===== src/rtl/fetch_unit_pkg.sv =====
// Shared definitions for the instruction fetch stage and the control FSM:
// read-protocol sub-stages, reset fetch address and opcode byte values.
package fetch_unit_pkg;

  typedef enum logic [1:0] {
    SUB_SET_ADDR = 2'd0,
    SUB_WAIT     = 2'd1,
    SUB_CAPTURE  = 2'd2
  } sub_e;

  localparam logic [15:0] DEFAULT_RESET_PC = 16'h1000;

  // Two-byte instructions (immediate / zero-page / relative)
  localparam logic [7:0] OP_LDA_IMM = 8'hA9;
  localparam logic [7:0] OP_LDA_ZP  = 8'hA5;
  localparam logic [7:0] OP_STA_ZP  = 8'h85;
  localparam logic [7:0] OP_ADC_IMM = 8'h69;
  localparam logic [7:0] OP_SBC_IMM = 8'hE9;
  localparam logic [7:0] OP_AND_IMM = 8'h29;
  localparam logic [7:0] OP_ORA_IMM = 8'h09;
  localparam logic [7:0] OP_EOR_IMM = 8'h49;
  localparam logic [7:0] OP_INC_ZP  = 8'hE6;
  localparam logic [7:0] OP_BEQ     = 8'hF0;
  localparam logic [7:0] OP_BNE     = 8'hD0;

  // Three-byte instructions (absolute)
  localparam logic [7:0] OP_LDA_ABS = 8'hAD;
  localparam logic [7:0] OP_STA_ABS = 8'h8D;
  localparam logic [7:0] OP_JMP_ABS = 8'h4C;

  // One-byte instructions (implied / accumulator)
  localparam logic [7:0] OP_INX     = 8'hE8;
  localparam logic [7:0] OP_ASL_A   = 8'h0A;
  localparam logic [7:0] OP_LSR_A   = 8'h4A;
  localparam logic [7:0] OP_ROL_A   = 8'h2A;
  localparam logic [7:0] OP_ROR_A   = 8'h6A;

endpackage


===== src/rtl/fetch_unit_instr_length.sv =====
// Opcode to instruction length lookup, shared by fetch and decode so the
// two can never disagree on instruction boundaries.
module instr_length
  import fetch_unit_pkg::*;
(
  input  logic [7:0] opcode,
  output logic [1:0] size
);

  // Length table; anything not listed is a single-byte instruction
  always_comb begin
    size = 2'd1;
    case (opcode)
      OP_LDA_IMM, OP_LDA_ZP, OP_STA_ZP, OP_ADC_IMM, OP_SBC_IMM,
      OP_AND_IMM, OP_ORA_IMM, OP_EOR_IMM, OP_INC_ZP, OP_BEQ,
      OP_BNE:                               size = 2'd2;
      OP_LDA_ABS, OP_STA_ABS, OP_JMP_ABS:   size = 2'd3;
      default:                              size = 2'd1;
    endcase
  end

endmodule


===== src/rtl/fetch_unit.sv =====
// Instruction fetch stage: walks fetch_pc through the shared RAM with the
// three-cycle SET_ADDR/WAIT/CAPTURE read, assembles opcode plus operands and
// holds the finished instruction until the consumer takes it.
module fetch_unit
  import fetch_unit_pkg::*;
#(
  parameter logic [15:0] RESET_PC = DEFAULT_RESET_PC
) (
  input  logic        clk,
  input  logic        reset,
  output logic [15:0] ram_address,
  output logic        r_ram,
  input  logic [7:0]  ram_data_out,
  output logic        instr_valid,
  input  logic        instr_ready,
  output logic [7:0]  opcode,
  output logic [7:0]  operand_lo,
  output logic [7:0]  operand_hi,
  output logic [1:0]  instr_size,
  output logic [15:0] instr_pc,
  input  logic        redirect,
  input  logic [15:0] redirect_pc
);

  sub_e        sub_q, sub_d;
  logic [15:0] fetch_pc_q, fetch_pc_d;
  logic [1:0]  byte_idx_q, byte_idx_d;
  logic        hold_q, hold_d;
  logic [7:0]  opcode_q, opcode_d;
  logic [7:0]  operand_lo_q, operand_lo_d;
  logic [7:0]  operand_hi_q, operand_hi_d;
  logic [1:0]  instr_size_q, instr_size_d;
  logic [15:0] instr_pc_q, instr_pc_d;

  logic [1:0]  len_size;
  logic [1:0]  cur_size;

  instr_length u_instr_length (
    .opcode (ram_data_out),
    .size   (len_size)
  );

  // Next-state: redirect overrides hold and any in-flight byte fetch
  always_comb begin
    sub_d        = sub_q;
    fetch_pc_d   = fetch_pc_q;
    byte_idx_d   = byte_idx_q;
    hold_d       = hold_q;
    opcode_d     = opcode_q;
    operand_lo_d = operand_lo_q;
    operand_hi_d = operand_hi_q;
    instr_size_d = instr_size_q;
    instr_pc_d   = instr_pc_q;
    // On the opcode byte the length comes straight from the table, since
    // instr_size_q is only updated at the end of this cycle.
    cur_size     = (byte_idx_q == 2'd0) ? len_size : instr_size_q;

    if (redirect) begin
      fetch_pc_d = redirect_pc;
      byte_idx_d = '0;
      sub_d      = SUB_SET_ADDR;
      hold_d     = 1'b0;
    end else if (hold_q) begin
      if (instr_ready) begin
        hold_d     = 1'b0;
        byte_idx_d = '0;
        sub_d      = SUB_SET_ADDR;
      end
    end else begin
      case (sub_q)
        SUB_SET_ADDR: sub_d = SUB_WAIT;
        SUB_WAIT:     sub_d = SUB_CAPTURE;
        SUB_CAPTURE: begin
          fetch_pc_d = fetch_pc_q + 16'd1;
          sub_d      = SUB_SET_ADDR;
          case (byte_idx_q)
            2'd0: begin
              opcode_d     = ram_data_out;
              instr_pc_d   = fetch_pc_q;
              instr_size_d = len_size;
              operand_lo_d = '0;
              operand_hi_d = '0;
            end
            2'd1:    operand_lo_d = ram_data_out;
            default: operand_hi_d = ram_data_out;
          endcase
          if (byte_idx_q + 2'd1 == cur_size) begin
            hold_d = 1'b1;
          end else begin
            byte_idx_d = byte_idx_q + 2'd1;
          end
        end
        default: sub_d = SUB_SET_ADDR;
      endcase
    end
  end

  // State and payload registers with synchronous reset
  always_ff @(posedge clk) begin
    if (reset) begin
      sub_q        <= SUB_SET_ADDR;
      fetch_pc_q   <= RESET_PC;
      byte_idx_q   <= '0;
      hold_q       <= 1'b0;
      opcode_q     <= '0;
      operand_lo_q <= '0;
      operand_hi_q <= '0;
      instr_size_q <= '0;
      instr_pc_q   <= '0;
    end else begin
      sub_q        <= sub_d;
      fetch_pc_q   <= fetch_pc_d;
      byte_idx_q   <= byte_idx_d;
      hold_q       <= hold_d;
      opcode_q     <= opcode_d;
      operand_lo_q <= operand_lo_d;
      operand_hi_q <= operand_hi_d;
      instr_size_q <= instr_size_d;
      instr_pc_q   <= instr_pc_d;
    end
  end

  // RAM read request only during address/wait phases of an active fetch
  always_comb begin
    r_ram       = !reset && !hold_q && (sub_q != SUB_CAPTURE);
    ram_address = r_ram ? fetch_pc_q : '0;
    instr_valid = hold_q;
    opcode      = opcode_q;
    operand_lo  = operand_lo_q;
    operand_hi  = operand_hi_q;
    instr_size  = instr_size_q;
    instr_pc    = instr_pc_q;
  end

endmodule


===== config.mk =====
export PLATFORM = sky130hd
export DESIGN_NAME = fetch_unit
export DESIGN_NICKNAME = d
export VERILOG_FILES = /design/src/rtl/fetch_unit_pkg.sv /design/src/rtl/fetch_unit_instr_length.sv /design/src/rtl/fetch_unit.sv
export SDC_FILE = /design/constraint.sdc
export NUM_CORES = 1
export LEC_CHECK = 0
export BUFFER_PORTS_ARGS = -buffer_cell sky130_fd_sc_hd__clkbuf_2
export CORE_ASPECT_RATIO = 0.9
export CORE_MARGIN = 2
export CORE_UTILIZATION = 40
export CTS_BUF_LIST = sky130_fd_sc_hd__clkbuf_16
export CTS_CLUSTER_DIAMETER = 200
export CTS_CLUSTER_SIZE = 20
export DETAILED_ROUTE_END_ITERATION = 16
export SLEW_MARGIN = 20
export SYNTH_ARGS = -nofsm -noshare
export SYNTH_HDL_FRONTEND = slang
export SYNTH_SLANG_ARGS = --single-unit
export TNS_END_PERCENT = 1

===== constraint.sdc =====
create_clock -name clk -period 2.6 [get_ports clk]
set_input_delay 0.26 -clock clk [delete_from_list [all_inputs] [get_ports clk]]
set_output_delay 0.26 -clock clk [all_outputs]
set_load 0.1 [all_outputs]

==> results of run 1 <==
==> kinds of logic (layout without fill, tap and decap cells) <==
kind of cell / Yosys count / in the layout / synth area share
AND/OR/NAND/NOR: 179 / 179 / 0.2951
adder cells (fa/ha/maj): 3 / 3 / 0.01304
multiplexers: 5 / 5 / 0.01738
XOR/XNOR: 15 / 15 / 0.04824
flip-flops: 63 / 63 / 0.4381
AO/OA/AOI/OAI: 71 / 71 / 0.1578
buffers and inverters: 22 / 111 / 0.03042
==> synth_stat cells (2+ instances only) <==
master and number:
o21a_1 2, o21ai_0 2, buf_1 2, inv_1 2, buf_2 4, ha_1 3, a22oi_1 9, clkbuf_1 13
dfxtp_1 63, o21ai_2 2, xor2_1 7, and4bb_2 2, xnor2_1 7, and2_1 18, nand3_1 16, mux2i_1 5
nor2_1 43, nand2b_1 2, nor3_1 7, a21oi_1 49, nor3b_2 2, nor3_2 2, nor2b_1 2, or3_1 3
and3_1 4, nand2_1 72
==> power by group through the flow <==
stage / logic [µW] / registers (µW) / clock network [µW]
final: 292 / 1010 / 1030
after global routing: 311 / 1010 / 1100
after CTS: 294 / 1010 / 1050
after detailed placement: 293 / 1030 / 0
after global placement: 290 / 1030 / 0
after floorplan: 169 / 1040 / 0
==> critical path: cells and delay by family (launching register included) <==
family	cells	cell delay, ps
AOI/OAI and AO/OA	1	190
DFF	1	400
and+or+nand+nor	5	1410
==> worst paths after layout <==
check                   endpoint  slack [ps]  cells past startpoint             from
setup / recovery   operand_lo[0]         470                      6         sub_q[1]
hold reg to reg    operand_hi[1]         450                      2    operand_hi[1]
hold / removal    fetch_pc_q[12]         150                      2  redirect_pc[12]
setup reg to reg   operand_lo[0]         470                      6         sub_q[1]
==> registers in the layout (all words and copies together), names as in the netlist <==
| name | count |
|---|---|
| opcode | 8 |
| byte_idx_q | 2 |
| operand_lo | 8 |
| instr_valid | 1 |
| instr_pc | 16 |
| operand_hi | 8 |
| fetch_pc_q | 16 |
| instr_size | 2 |
| sub_q | 2 |
==> per-layer routing <==
layer | GRT usage | vias to the layer above
met2 | 0.3054 | 71
li1 | - | 1381
met3 | 0.05476 | 9
met1 | 0.2708 | 1221
met5 | 0 | -
met4 | 0.06283 | 0
==> through the flow <==
stage          instances    util  power (µW)  hold slack (ps)  setup WS, ps
4_1_cts              540  0.5607        2351            152.1         471.4
3_3_place_gp         525  0.5244        1317            442.4         545.5
6_report             540  0.5607        2330            152.6         467.4
3_5_place_dp         525  0.5244        1322            446.0         474.9
2_1_floorplan        358       -        1212            382.4         141.7
5_1_grt              540  0.5607        2423            152.7         207.2
==> final cells by class <==
class | count | area [µm²] | share of cell area
Multi-Input combinational cell | 273 | 1548 | 0.3942
Sequential cell | 63 | 1261 | 0.3212
Inverter | 3 | 11.26 | 0.002868
Clock buffer | 9 | 225.2 | 0.05736
Clock inverter | 6 | 28.78 | 0.007330
Timing Repair Buffer | 93 | 735.7 | 0.1874
Tap cell | 93 | 116.4 | 0.02964
==> results.json, run 1 <==
{
  "worstMarginPinSlew_ps": 646.8,
  "fill_cells": 674,
  "rsz0062_at_grt": "no",
  "nets": 474,
  "wl_per_cell_um": 13.42,
  "port_buffers": 87,
  "cts_hold_repair.buffers": 0,
  "drt-vias-per-instance": 4.967,
  "drv_slew": 0,
  "cts_made_buffers": 9,
  "crit_type": "reg2reg",
  "gp_congestion": 0.8093,
  "yosysTopAreaCellShare": 0.4381,
  "wl_met3_um": 417,
  "final.setup.tns_ps": 0,
  "clkTransAtPathRegs_ps": 50,
  "max_freq_mhz": 468.9,
  "setup.worst_path.start_class": "flop",
  "die_width_um": 93.43,
  "synth_cells": 358,
  "finalHoldViolCount": 0,
  "synth.area.top_cells": "dfxtp_1 44%, nand2_1 9.4%, a21oi_1 8.5%",
  "ys_async_sr_fraction": 0,
  "power_leakage_uw": 0.001590,
  "worstPathArrival_ps": 2320,
  "slowest_stage": "or3b_1",
  "cts_root_buf": "clkbuf_16",
  "cts_buffer_depth": 2,
  "syn-num-nets": 389,
  "intPower_uw": 1709,
  "fp.dieH_um": 84.49,
  "cts.sinks": 63,
  "yosys_register_bits": 63,
  "p_sw_frac": 0.2666,
  "maxSlewHeadroom": 0.5688,
  "synth-main-ff-cell": "dfxtp_1",
  "track_usage": 0.1984,
  "status": "finished, final reports clean",
  "cts_resized": 0,
  "power_frac_seq": 0.433,
  "crit_chain": "or3b_1 -> nor2_1 -> and2_1 -> nor2_1 -> a22oi_1 -> nor2_1",
  "synth-edff-count": 0,
  "fin_crit_ps": 2133,
  "critPathMaxStageDelay_ps": 550,
  "grt_pass1_wl_mm": 12.41,
  "first_pass_iters": 4,
  "grt_overflow_total": 0,
  "yosys_warnings": 0,
  "drc": 0,
  "layout_commonest_cell": "nand2_1",
  "crit_path_end_kind": "flop",
  "crit_required_ps": 2790,
  "grt_max_degree": 62,
  "antenna_found_initial": 0,
  "power_density_nw_per_um2": 593.4,
  "layout_common_cells": "72 x nand2_1, 70 x clkbuf_2, 63 x dfxtp_1, 49 x a21oi_1, 43 x nor2_1",
  "grt_pass1_vias": 2629,
  "n_antenna_cell": 0,
  "coreArea_um2": 7003,
  "insertion_delay_ps": 320,
  "wl_mm": 7.249,
  "syn-cell-area_um2": 2879,
  "ys_types": 41,
  "syn_area_per_cell_um2": 8.042,
  "post-route-period-util": 0.8202,
  "tritoncts": "done",
  "yosys.area.top_type": "dfxtp_1",
  "area_delta_synth_final_pct": 36.38,
  "htreeDepth": 3,
  "p_switching_uw": 621.2,
  "drive_gt1_frac": 0.2864,
  "crit_top_cell": "nor2_1",
  "finClkSkew_ps": 5.626,
  "routed-via-count": 2682,
  "dr_wl_met2_mm": 3.282,
  "ir_worst_vdd_v": 0.0003291,
  "die_area_um2": 7893,
  "hpwl_mm": 5.245,
  "finalSetupViolCount": 0,
  "place_area_um2": 3672,
  "final_cell_area_um2": 3926,
  "start_util": 0.4111,
  "drtAntennaViolNets": 0,
  "cts_setup_buffers": 0,
  "crit_path_max_fanout": 10,
  "max_cap_viol_count": 0,
  "ios": 88,
  "drt-met1-wl_mm": 3.462,
  "yosysSeqAreaShare": 0.4381,
  "rows": 29,
  "p_comb_frac": 0.125,
  "power_frac_clock": 0.442,
  "top_layer_used": "met4",
  "drt_iter0_drc": 89,
  "hold_class": "in2reg"
}
No activity file was read; power rests on OpenSTA's default activity.
==> run 2, diff against run 1 <==
PLACE_DENSITY = 0.67   (was unset)
clock period = 1.7 ns   (was 2.6 ns; I/O delays follow)
==> run 2 against run 1 <==
Compared with the run above: hold slack worse by 90 ps; cell count up 5.7%; largest cell class unchanged; clock skew down 2.3 ps; the flow now finishes with violations (setup timing); clock power up 100%; combinational power up 79%; register-to-register slack worse by 450 ps; flip-flop and latch count unchanged; critical path depth unchanged; design area up 11%; worst setup slack worse by 490 ps.
==> results.json, run 2 (synthesis results as in run 1) <==
{
  "power_frac_clock": 0.502,
  "setup_ws_ps": -18.82,
  "drtAntennaViolNets": 0,
  "drv_slew": 0,
  "layout_commonest_cell": "nand2_1",
  "slowest_stage": "dfxtp_2",
  "met3_usage": 0.03860,
  "worstMarginPinSlew_ps": 548.9,
  "power_frac_seq": 0.371,
  "max_cap_viol_count": 0,
  "status": "finished with violations",
  "p_sw_frac": 0.2421,
  "setup.worst_path.start_class": "flop",
  "finClkSkew_ps": 3.345,
  "cts_buffer_depth": 2,
  "grt_pass1_vias": 2799,
  "grt_overflow_total": 0,
  "crit_path_end_kind": "output pin",
  "tritoncts": "done",
  "port_buffers": 87,
  "fp.dieH_um": 84.49,
  "hold_class": "in2reg",
  "final_util": 0.6212,
  "setup.worst_path.start": "sub_q[1]",
  "die_width_um": 93.43,
  "drt_iter0_drc": 63,
  "dp_slack_ps": -151.9,
  "finalSetupViolCount": 16,
  "n_antenna_cell": 0,
  "p_comb_frac": 0.127,
  "drc": 0,
  "die_area_um2": 7893,
  "maxSlewHeadroom": 0.6356,
  "rsz0062_at_grt": "yes",
  "coreArea_um2": 7003,
  "gp_congestion": 0.7781,
  "ios": 88,
  "crit_required_ps": 1530,
  "crit_chain": "buf_6 -> nor2b_1 -> nor3_4 -> buf_12 -> and2_4 -> buf_12",
  "htreeDepth": 3,
  "ir_worst_vdd_v": 0.0004994,
  "crit_type": "reg2out",
  "track_usage": 0.2028,
  "max_freq_mhz": 581.8,
  "crit_path_max_fanout": 17,
  "hpwl_mm": 5.377,
  "routed-via-count": 2906,
  "wl_mm": 7.587,
  "nets": 504,
  "drt-vias-per-instance": 5.089,
  "grt-busiest-layer": "met2",
  "grt_pass1_wl_mm": 12.86,
  "clkTransAtPathRegs_ps": 50,
  "grt_max_degree": 36,
  "layout_common_cells": "72 x nand2_1, 70 x clkbuf_2, 59 x dfxtp_1, 49 x a21oi_1, 42 x nor2_1",
  "use_met2": 0.3407,
  "r2r_start": "instr_valid",
  "power_density_nw_per_um2": 947.6,
  "met1_usage": 0.2562,
  "critPathMaxStageDelay_ps": 320,
  "first_pass_iters": 4,
  "intPower_uw": 3124,
  "insertion_delay_ps": 330,
  "holdCritStartpoint": "redirect_pc[12]",
  "power_leakage_uw": 0.001826,
  "cts.sinks": 63,
  "cts_root_buf": "clkbuf_16",
  "start_util": 0.4111,
  "cts_made_buffers": 9,
  "drive_gt1_frac": 0.3808,
  "post-route-period-util": 1.011,
  "worstPathArrival_ps": 1550,
  "fin_crit_ps": 1719,
  "finalHoldViolCount": 0,
  "crit_top_cell": "buf_12",
  "violations": "setup timing",
  "area_delta_synth_final_pct": 51.11,
  "rows": 29,
  "antenna_found_initial": 0,
  "wl_per_cell_um": 13.29,
  "p_switching_uw": 997.9
}
run 2: layout make-up:
cell class              instances  area, µm²
fillers                       605       2653
multi-input cells             273       1629
flip-flops and latches         63       1269
repair buffers                123      989.7
clock buffers                   9      225.2
well taps                      93      116.4
clock inverters                 7      110.1
inverters                       3      11.26
run 2: worst paths after layout:
path                            slack [ps]               to  cells after the start
worst max register to register          20   fetch_pc_q[12]                      8
worst min register to register         450    operand_hi[0]                      2
worst min-delay path                    60   fetch_pc_q[12]                      2
worst max-delay path                   -20  ram_address[11]                      6
run 2: stage by stage:
stage | area [µm²] | std cells | total power, µW | setup TNS (ps) | hold WS (ps)
6_report | 4350 | 571 | 4122 | -198.9 | 62.78
5_1_grt | 4350 | 571 | 4271 | -2108 | 61.92
4_1_cts | 4292 | 571 | 4143 | -1291 | 63.36
3_5_place_dp | 3936 | 554 | 2068 | -455.5 | 400.3
3_3_place_gp | 3936 | 554 | 2060 | -316.4 | 389.0
2_1_floorplan | 2917 | 358 | 1862 | -6598 | 292.4
run 2: repair_timing:
item | CTS | global route
setup endpoints to repair | 20 | 61
pin swaps | 1 | 5
buffers inserted | 1 | 0
hold buffers | 0 | 0
gates resized for setup | 3 | 20
endpoints found under the hold margin | 0 | 0
run 2: layer usage:
layer	part of all wire	vias up
met3	0.055	16
met2	0.48	85
li1	-	1448
met1	0.45	1357
met4	0.016	0
met5	0	-
run 2: power by group through the flow:
stage | Combinational (µW) | Sequential [µW] | Clock [µW]
global route | 554 | 1530 | 2180
CTS | 514 | 1530 | 2100
floorplan | 267 | 1600 | 0
finish | 522 | 1530 | 2070
detailed placement | 507 | 1560 | 0
global placement | 502 | 1560 | 0
run 2: critical path, delay by kind of cell, from the launching register on:
family                 cells  cell delay [ps]
and+or+nand+nor            3              440
DFF                        1              320
buffers and inverters      3              440
